[config.mk]
export PLATFORM = sky130hd
export DESIGN_NAME = gray_serial_rx
export DESIGN_NICKNAME = d
export VERILOG_FILES = /design/src/rtl/gray_serial_rx.sv
export SDC_FILE = /design/constraint.sdc
export NUM_CORES = 1
export LEC_CHECK = 0
export CAP_MARGIN = 15
export CORE_UTILIZATION = 40
export CTS_CLUSTER_DIAMETER = 40
export DETAILED_ROUTE_END_ITERATION = 10
export GPL_TIMING_DRIVEN = 0
export MAX_ROUTING_LAYER = met4
export PLACE_DENSITY_LB_ADDON = 0.12
export SETUP_SLACK_MARGIN = 0.5
export SYNTH_ARGS = -nofsm -noshare
export SYNTH_HDL_FRONTEND = slang
export SYNTH_SLANG_ARGS = --single-unit
[constraint.sdc]
create_clock -name clk -period 2 [get_ports clk]
set_input_delay 0.2 -clock clk [delete_from_list [all_inputs] [get_ports clk]]
set_output_delay 0.2 -clock clk [all_outputs]
set_load 0.02 [all_outputs]
[src/rtl/gray_serial_rx.sv]
// Receive stage of the gray-count serial link: requests a frame, deserialises the
// marker-prefixed gray word, converts it to binary and strobes done/err.
module gray_serial_rx #(
  parameter int DATA_W       = 8,
  parameter int HUNT_TIMEOUT = 16
) (
  input  logic              clk,
  input  logic              reset,
  input  logic              b_start,
  input  logic              a_clk_en,
  input  logic              a_gray_data,
  output logic              en_handshake,
  output logic              b_done,
  output logic              b_err,
  output logic              b_busy,
  output logic [DATA_W-1:0] b_gray_word,
  output logic [DATA_W-1:0] b_bin_cnt
);

  localparam int BIT_W = $clog2(DATA_W + 1);
  localparam int TO_W  = $clog2(HUNT_TIMEOUT + 1);

  typedef enum logic [2:0] {
    S_IDLE,
    S_REQ,
    S_HUNT,
    S_SHIFT,
    S_DONE,
    S_ERR
  } state_t;

  state_t            state_q, state_d;
  logic [DATA_W-1:0] shift_q, shift_d;
  logic [BIT_W-1:0]  bit_cnt_q, bit_cnt_d;
  logic [TO_W-1:0]   to_cnt_q, to_cnt_d;
  logic [DATA_W-1:0] gray_q, gray_d;
  logic [DATA_W-1:0] bin_q, bin_d;
  logic [DATA_W-1:0] shift_next;
  logic [DATA_W-1:0] bin_next;

  always_comb begin
    state_d    = state_q;
    shift_d    = shift_q;
    bit_cnt_d  = bit_cnt_q;
    to_cnt_d   = to_cnt_q;
    gray_d     = gray_q;
    bin_d      = bin_q;
    shift_next = {shift_q[DATA_W-2:0], a_gray_data};
    bin_next   = '0;
    // Each binary bit is the XOR of all gray bits at and above it.
    for (int i = 0; i < DATA_W; i++) begin
      bin_next[i] = ^(shift_next >> i);
    end

    case (state_q)
      S_IDLE: begin
        if (b_start) state_d = S_REQ;
      end
      S_REQ: begin
        if (!a_clk_en) begin
          state_d  = S_HUNT;
          to_cnt_d = '0;
        end
      end
      S_HUNT: begin
        if (a_clk_en) begin
          state_d = S_ERR;
        end else if (a_gray_data) begin
          state_d   = S_SHIFT;
          bit_cnt_d = '0;
          shift_d   = '0;
        end else begin
          to_cnt_d = to_cnt_q + TO_W'(1);
          if (to_cnt_q == TO_W'(HUNT_TIMEOUT - 1)) state_d = S_ERR;
        end
      end
      S_SHIFT: begin
        if (a_clk_en) begin
          state_d = S_ERR;
          shift_d = '0;
        end else begin
          shift_d   = shift_next;
          bit_cnt_d = bit_cnt_q + BIT_W'(1);
          // Result registers load on the edge that enters DONE, with the final bit included.
          if (bit_cnt_q == BIT_W'(DATA_W - 1)) begin
            state_d = S_DONE;
            gray_d  = shift_next;
            bin_d   = bin_next;
          end
        end
      end
      S_DONE:  state_d = S_IDLE;
      S_ERR:   state_d = S_IDLE;
      default: state_d = S_IDLE;
    endcase
  end

  always_ff @(posedge clk) begin
    if (reset) begin
      state_q   <= S_IDLE;
      shift_q   <= '0;
      bit_cnt_q <= '0;
      to_cnt_q  <= '0;
      gray_q    <= '0;
      bin_q     <= '0;
    end else begin
      state_q   <= state_d;
      shift_q   <= shift_d;
      bit_cnt_q <= bit_cnt_d;
      to_cnt_q  <= to_cnt_d;
      gray_q    <= gray_d;
      bin_q     <= bin_d;
    end
  end

  assign en_handshake = (state_q == S_REQ);
  assign b_done       = (state_q == S_DONE);
  assign b_err        = (state_q == S_ERR);
  assign b_busy       = (state_q != S_IDLE);
  assign b_gray_word  = gray_q;
  assign b_bin_cnt    = bin_q;

endmodule
==> results.md, run 1 <==
- Setup slack, reg-to-reg: 0.39 ns
- Fin nets: 231
- Clock Sinks: 34
- Initial core utilization: 42.35%
- Hold Startpoint: reset
- Peak VDD IR: 530.0 µV
- CP startpoint: shift_q[4]
- Routability cong.: 0.7963
- Post-layout worst setup margin: 0.3946 ns
- Post-synthesis sequential area ratio: 42.94%
- Largest net degree at the start of global routing: 11
- Num ports: 25
- DRT iter0 DRCs: 70
- Area share of fa/ha/maj cells after synthesis: 2.368%
- Delay-heaviest family, CP: XOR/XNOR gates
- Syn Inst Count: 178
- Global-route wire length before repair: 6451 µm
- Ys async rst share: 0%
- Buffers plus inverters on the worst setup path: 0
- DR vias/cell: 5.331
- Nature of the critical path startpoint: flop
- Fin. Hold Viols: 0
- Antenna cell count: 0
- RSZ-0062 raised after global routing: yes
- DP Worst Slack: 0.06837 ns
- CP arrival: 1.81 ns
- Worst path required time: 2.20 ns
- Max-slew headroom: 59.95%
- Syn Nets: 186
- Root Driver: clkbuf_8
- CTS Buf Count: 5
- Max Cap Viol: 0
- Largest family of logic cells by synthesized area: simple AND/OR/NAND/NOR gates
- Initial antenna violation count: 0
- # hold bufs at CTS: 0
- Die ar.: 4219 µm²
- Register bit total from synthesis: 34
- Leakage: 0.8633 nW
- Layout area overhead: 46.33%
- Die width: 64.96 µm
- Total routed wirelength: 3871 µm
- Clk_skew: 0.005316 ns
- CP Class: reg2reg
- Hold path depth: 2
- Post-route antenna net violation count: 0
- Max incr delay on CP: 0.44 ns
- Max-slew violation count: 0
- CP endpoint kind: flop
- Avg WL per Cell: 14.23 µm
- CTS tree: yes
- Setup_tns: 0 ns
- Filler cells: 330
- Design Power: 1.411 mW
- Clock-pin slew on the worst setup and hold paths: 0.07 ns
- # DRC: 0
- DR vias: 1450
- Core area: 3744 µm²
- Hold WC Path Type: in2reg
- CP Cell Sequence: xor3_2, xnor3_2, xor3_1, a211oi_2
- Share of cells above drive strength 1: 33.48%
- Tot GR Track Use: 20.68%
- Mux contribution to synthesized area: 1.263%
- XOR/XNOR Fraction of Synth Area: 8.208%
- Crit path time final: 1.605 ns
- Vias in the first global route: 1433
- Overflow after GRT: 0
- Die H: 64.96 µm
- Row count: 22
- EDFF count, synth: 0
- Worst-Margin Slew: 0.6007 ns
- Post-DP HPWL: 2501 µm
- CTS H-Tree Depth: 2
- PortBufs: 22
- Distinct cells, synth: 42
- Simple-gate share of the synthesized area: 22.89%
- Reg2reg end: b_bin_cnt[0]
- Status: complete, no violations
- Warnings from Yosys: 0
- Max Root-Sink Buffers: 2
- Crit Reg-Reg Startpoint: shift_q[4]
- Power density cells: 608.1 nW/µm²
- Slowest CP cell: xor3_2
- Period utilization: 80.27%
- Reg2reg path depth: 4
- Fmax: 622.9 MHz
- Fin area: 2320 µm²
- Compound-Gate Fraction of Synth Area: 18.07%
- Post-synth top flop: dfxtp_1
- Drt first pass iters: 4
- Crit path max fanout: 3
- Worst-skew pair later-pin latency: 0.29 ns
- Hold Crit Endpoint: state_q[1]
- Final Setup Violations: 0
- Netlist Area Pre-Place: 1585 µm²
- Placed inst area: 1937 µm²
- Avg Cell Area, Syn: 8.906 µm²
-- layer usage --
metal  global-route usage (%)  part of all wire, %
met4                    9.722                  2.4
met5                        -                    0
met2                    33.59                   48
met3                    4.225                  2.6
met1                    24.35                   47
-- worst max-delay path by stage --
stage,depth (start not counted),slack (ns),end
after global routing,4,0.28,b_bin_cnt[0]
after CTS,4,0.40,to_cnt_q[3]
after floorplan,4,0.37,b_bin_cnt[0]
final,4,0.39,b_bin_cnt[0]
after detailed placement,5,0.07,state_q[1]
after global placement,5,0.1,state_q[1]
-- repair_timing --
item,CTS,global route
gates cloned,1,1
pin swaps,9,8
hold endpoints to repair,0,0
endpoints found under the setup margin,37,25
setup buffers,8,6
gates resized for setup,50,28
-- cell usage in the layout (no fill, tap or decap), types with 5 or more instances in the layout --
| master | Yosys | layout |
|---|---|---|
| a22oi_1 | 9 | 9 |
| nor2_1 | 19 | 19 |
| nand2_1 | 21 | 17 |
| clkbuf_8 | 0 | 8 |
| a21oi_1 | 14 | 11 |
| dfxtp_1 | 34 | 25 |
| clkbuf_1 | 9 | 5 |
| dfxtp_2 | 0 | 6 |
| clkdlybuf4s50_1 | 0 | 15 |
| a211oi_2 | 1 | 5 |
| buf_4 | 1 | 16 |
-- flip-flops by register name, summed over array words and instances, names as in the netlist --
register	count
b_bin_cnt	7
b_gray_word	8
bit_cnt_q	4
shift_q	7
state_q	3
to_cnt_q	5
-- synth_stat cells, drive strengths merged (2+ instances only) --
library cell  count  area [µm²]
or3               4       25.02
xnor2             2       17.52
buf               5       26.27
nor3b             3       22.52
ha                3       37.54
xor3              3       72.57
a21oi            14       70.07
xor2              2       17.52
a22oi             9       67.56
a211oi            5       42.54
o21ai             5       25.02
clkbuf            9       33.78
nand3b            3       22.52
dfxtp            34       680.7
inv               2       7.510
and2              2       12.51
nand2            21       78.83
mux2i             2       20.02
o21bai            2       15.01
nor4              2       12.51
nor2             19       71.32
nor2b             5       31.28
nor3              3       15.01
and3b             2       17.52
nand2b            3       18.77
nand3             2       10.01
-- cells by family after synthesis --
kind of cell               Yosys count
xor gates and xnor gates             8
muxes                                2
AOI/OAI and AO/OA                   43
adders and majority gates            3
DFF                                 34
and+or+nand+nor                     72
buffers and inverters               16
-- power by group --
| group | total [mW] | switching [mW] | internal (mW) |
|---|---|---|---|
| clock network | 0.526 | 0.248 | 0.278 |
| registers | 0.694 | 0.00849 | 0.685 |
| logic | 0.191 | 0.0989 | 0.0921 |
-- per-stage QoR --
step                util, %  std cells  hold slack [ns]
floorplan                 -        178           0.3360
global placement      51.74        248           0.4475
detailed placement    51.74        248           0.4469
CTS                   58.02        265           0.3229
global route          61.97        272           0.3353
finish                61.97        272           0.3072
-- final cells by class --
class | count | area, µm² | share of cell area [%]
flip-flops and latches | 34 | 699.4 | 30.15
multi-input cells | 128 | 992.2 | 42.77
repair buffers | 38 | 350.3 | 15.10
clock inverters | 1 | 5.005 | 0.2158
well taps | 48 | 60.06 | 2.589
plain buffers | 14 | 118.9 | 5.124
clock buffers | 7 | 86.33 | 3.722
inverters | 2 | 7.507 | 0.3236
(Power assumes the default switching activity.)
==> inputs of run 2 (changes only) <==
==> constraint.sdc (replaced) <==
create_clock -name clk -period 1.7 [get_ports clk]
set_input_delay 0.17 -clock clk [delete_from_list [all_inputs] [get_ports clk]]
set_output_delay 0.17 -clock clk [all_outputs]
set_load 0.02 [all_outputs]
==> run 2 against run 1 <==
Effect of this change:
- setup slack worse by 0.36 ns
- total power is 47% higher
- clock skew is 0.0042 ns higher
- sequential share of layout area is 5.5 points lower
- sequential cell count stayed put
- first-iteration DRC count is 30% higher
- clock-buffer cell count is 2 lower
- clock power is 73% higher
- highest routed layer unchanged
- critical path type unchanged
- core utilization is 15 points higher
- global-route usage is 3.6 points higher
==> results.md, run 2 (synthesis results as in run 1) <==
- Avg WL per Cell: 16.63 µm (was 14.23 µm)
- Fmax: 600.7 MHz (was 622.9 MHz)
- Drt first pass iters: 4 (unchanged)
- Status: complete, no violations (unchanged)
- Fin area: 2873 µm² (was 2320 µm²)
- Max reg flops: 8 (unchanged)
- Tot GR Track Use: 24.32% (was 20.68%)
- Multi-input logic area: 1166 µm² (was 992.2 µm²)
- Antenna cell count: 0 (unchanged)
- Crit path max fanout: 3 (unchanged)
- CP endpoint kind: flop (unchanged)
- Row count: 22 (unchanged)
- Commonest non-fill, non-tap cell in the layout: buf_4 (was dfxtp_1)
- Post-DP HPWL: 2573 µm (was 2501 µm)
- Initial core utilization: 42.35% (unchanged)
- Max-slew violation count: 0 (unchanged)
- Num ports: 25 (unchanged)
- CTS H-Tree Depth: 2 (unchanged)
- DR vias/cell: 5.391 (was 5.331)
- Fin. Hold Viols: 0 (unchanged)
- Power density cells: 723.8 nW/µm² (was 608.1 nW/µm²)
- Peak VDD IR: 586.6 µV (was 530.0 µV)
- Post-layout worst setup margin: 0.03532 ns (was 0.3946 ns)
- Largest net degree at the start of global routing: 13 (was 11)
- Max Cap Viol: 0 (unchanged)
- Max Root-Sink Buffers: 2 (unchanged)
- Clk_skew: 0.009546 ns (was 0.005316 ns)
- Fin nets: 256 (was 231)
- Overflow after GRT: 0 (unchanged)
- Most frequent cells in the layout: 25 x buf_4, 21 x dfxtp_1, 18 x nor2_1, 16 x dlygate4sd2_1, 14 x buf_6 (was 25 x dfxtp_1, 19 x nor2_1, 17 x nand2_1, 16 x buf_4, 15 x clkdlybuf4s50_1)
- # DRC: 0 (unchanged)
- Leakage: 1.205 nW (was 0.8633 nW)
- DR vias: 1601 (was 1450)
- PortBufs: 22 (unchanged)
- RSZ-0062 raised after global routing: yes (unchanged)
- Register Area: 709.4 µm² (was 699.4 µm²)
- DRT iter0 DRCs: 91 (was 70)
- Initial antenna violation count: 0 (unchanged)
- Nature of the critical path startpoint: flop (unchanged)
- M3 GR Usage: 6.338% (was 4.225%)
- Die width: 64.96 µm (unchanged)
- CP Class: reg2reg (unchanged)
- Vias in the first global route: 1524 (was 1433)
- Post-route antenna net violation count: 0 (unchanged)
- CTS tree: yes (unchanged)
- Crit path time final: 1.665 ns (was 1.605 ns)
- Global-route wire length before repair: 7376 µm (was 6451 µm)
- Filler cells: 229 (was 330)
- Die ar.: 4219 µm² (unchanged)
- Worst path required time: 1.88 ns (was 2.20 ns)
- Met2 Track Usage GR: 38.15% (was 33.59%)
- Total routed wirelength: 4940 µm (was 3871 µm)
- Worst-Margin Slew: 0.7057 ns (was 0.6007 ns)
- Max-slew headroom: 52.95% (was 59.95%)
- # hold bufs at CTS: 0 (unchanged)
- Share of cells above drive strength 1: 55.02% (was 33.48%)
- Placed inst area: 2051 µm² (was 1937 µm²)
- Root Driver: clkbuf_8 (unchanged)
- Layout area overhead: 81.22% (was 46.33%)
- Clock Sinks: 34 (unchanged)
- Met1 Use GR: 29.90% (was 24.35%)
- Clock-pin slew on the worst setup and hold paths: 0.07 ns (about the same)
- Period utilization: 97.92% (was 80.27%)
- CTS Buf Count: 5 (unchanged)
- Final Setup Violations: 0 (unchanged)
- DP Worst Slack: -0.2830 ns (was 0.06837 ns)
- Die H: 64.96 µm (unchanged)
- Worst-skew pair later-pin latency: 0.29 ns (about the same)
- Core area: 3744 µm² (unchanged)
- Hold WC Path Type: in2reg (unchanged)
- Routability cong.: 0.7402 (was 0.7963)
- Grt peak-use layer: met2 (unchanged)
- CP arrival: 1.85 ns (was 1.81 ns)
==> run 2: worst paths after layout <==
kind,end,start,slack (ns),depth (start not counted)
worst max-delay path,state_q[1],to_cnt_q[0],0.04,6
worst min-delay path,state_q[1],reset,0.32,2
worst max register to register,state_q[1],to_cnt_q[0],0.04,6
worst min register to register,b_gray_word[6],b_gray_word[6],0.45,2
==> run 2: repair_timing <==
action / CTS / global route
cloned: 3 / 0
resized for setup: 88 / 40
setup buffers: 28 / 10
endpoints found under the hold margin: 0 / 0
pin swaps: 30 / 28
endpoints found under the setup margin: 54 / 40
==> run 2: area by class of cell <==
| class | count | area share [%] |
|---|---|---|
| multi-input cells | 128 | 40.59 |
| flip-flops and latches | 34 | 24.70 |
| repair buffers | 63 | 22.13 |
| plain buffers | 14 | 5.444 |
| clock buffers | 5 | 2.395 |
| clock inverters | 3 | 2.395 |
| well taps | 48 | 2.091 |
| inverters | 2 | 0.2613 |
==> run 2: per-layer routing <==
layer,wire length (µm),vias to the layer above
li1,-,765
met1,2281,789
met2,2405,39
met3,201,8
met4,52,0
met5,0,-
==> run 2: stage by stage <==
step	util (%)	TNS [ns]	power, mW	hold WS [ns]	std cells
finish	76.74	0	2.079	0.3206	297
global route	76.74	-0.05442	2.152	0.3543	297
CTS	70.99	0	2.038	0.2694	287
detailed placement	54.78	-1.477	1.034	0.4489	248
global placement	54.78	-0.7965	1.029	0.4399	248
floorplan	-	0	0.9778	0.3060	178
==> run 2: critical path: stages (launching register included) <==
cell      delay [ns]
dfxtp_2         0.35
ha_4            0.16
and3_4          0.17
ha_4            0.18
nor4_4          0.33
o21bai_1        0.11
a221oi_2        0.26
==> run 2: power breakdown <==
part | switching (mW) | internal, mW
Sequential | 0.0106 | 0.802
Combinational | 0.159 | 0.198
Clock | 0.322 | 0.588
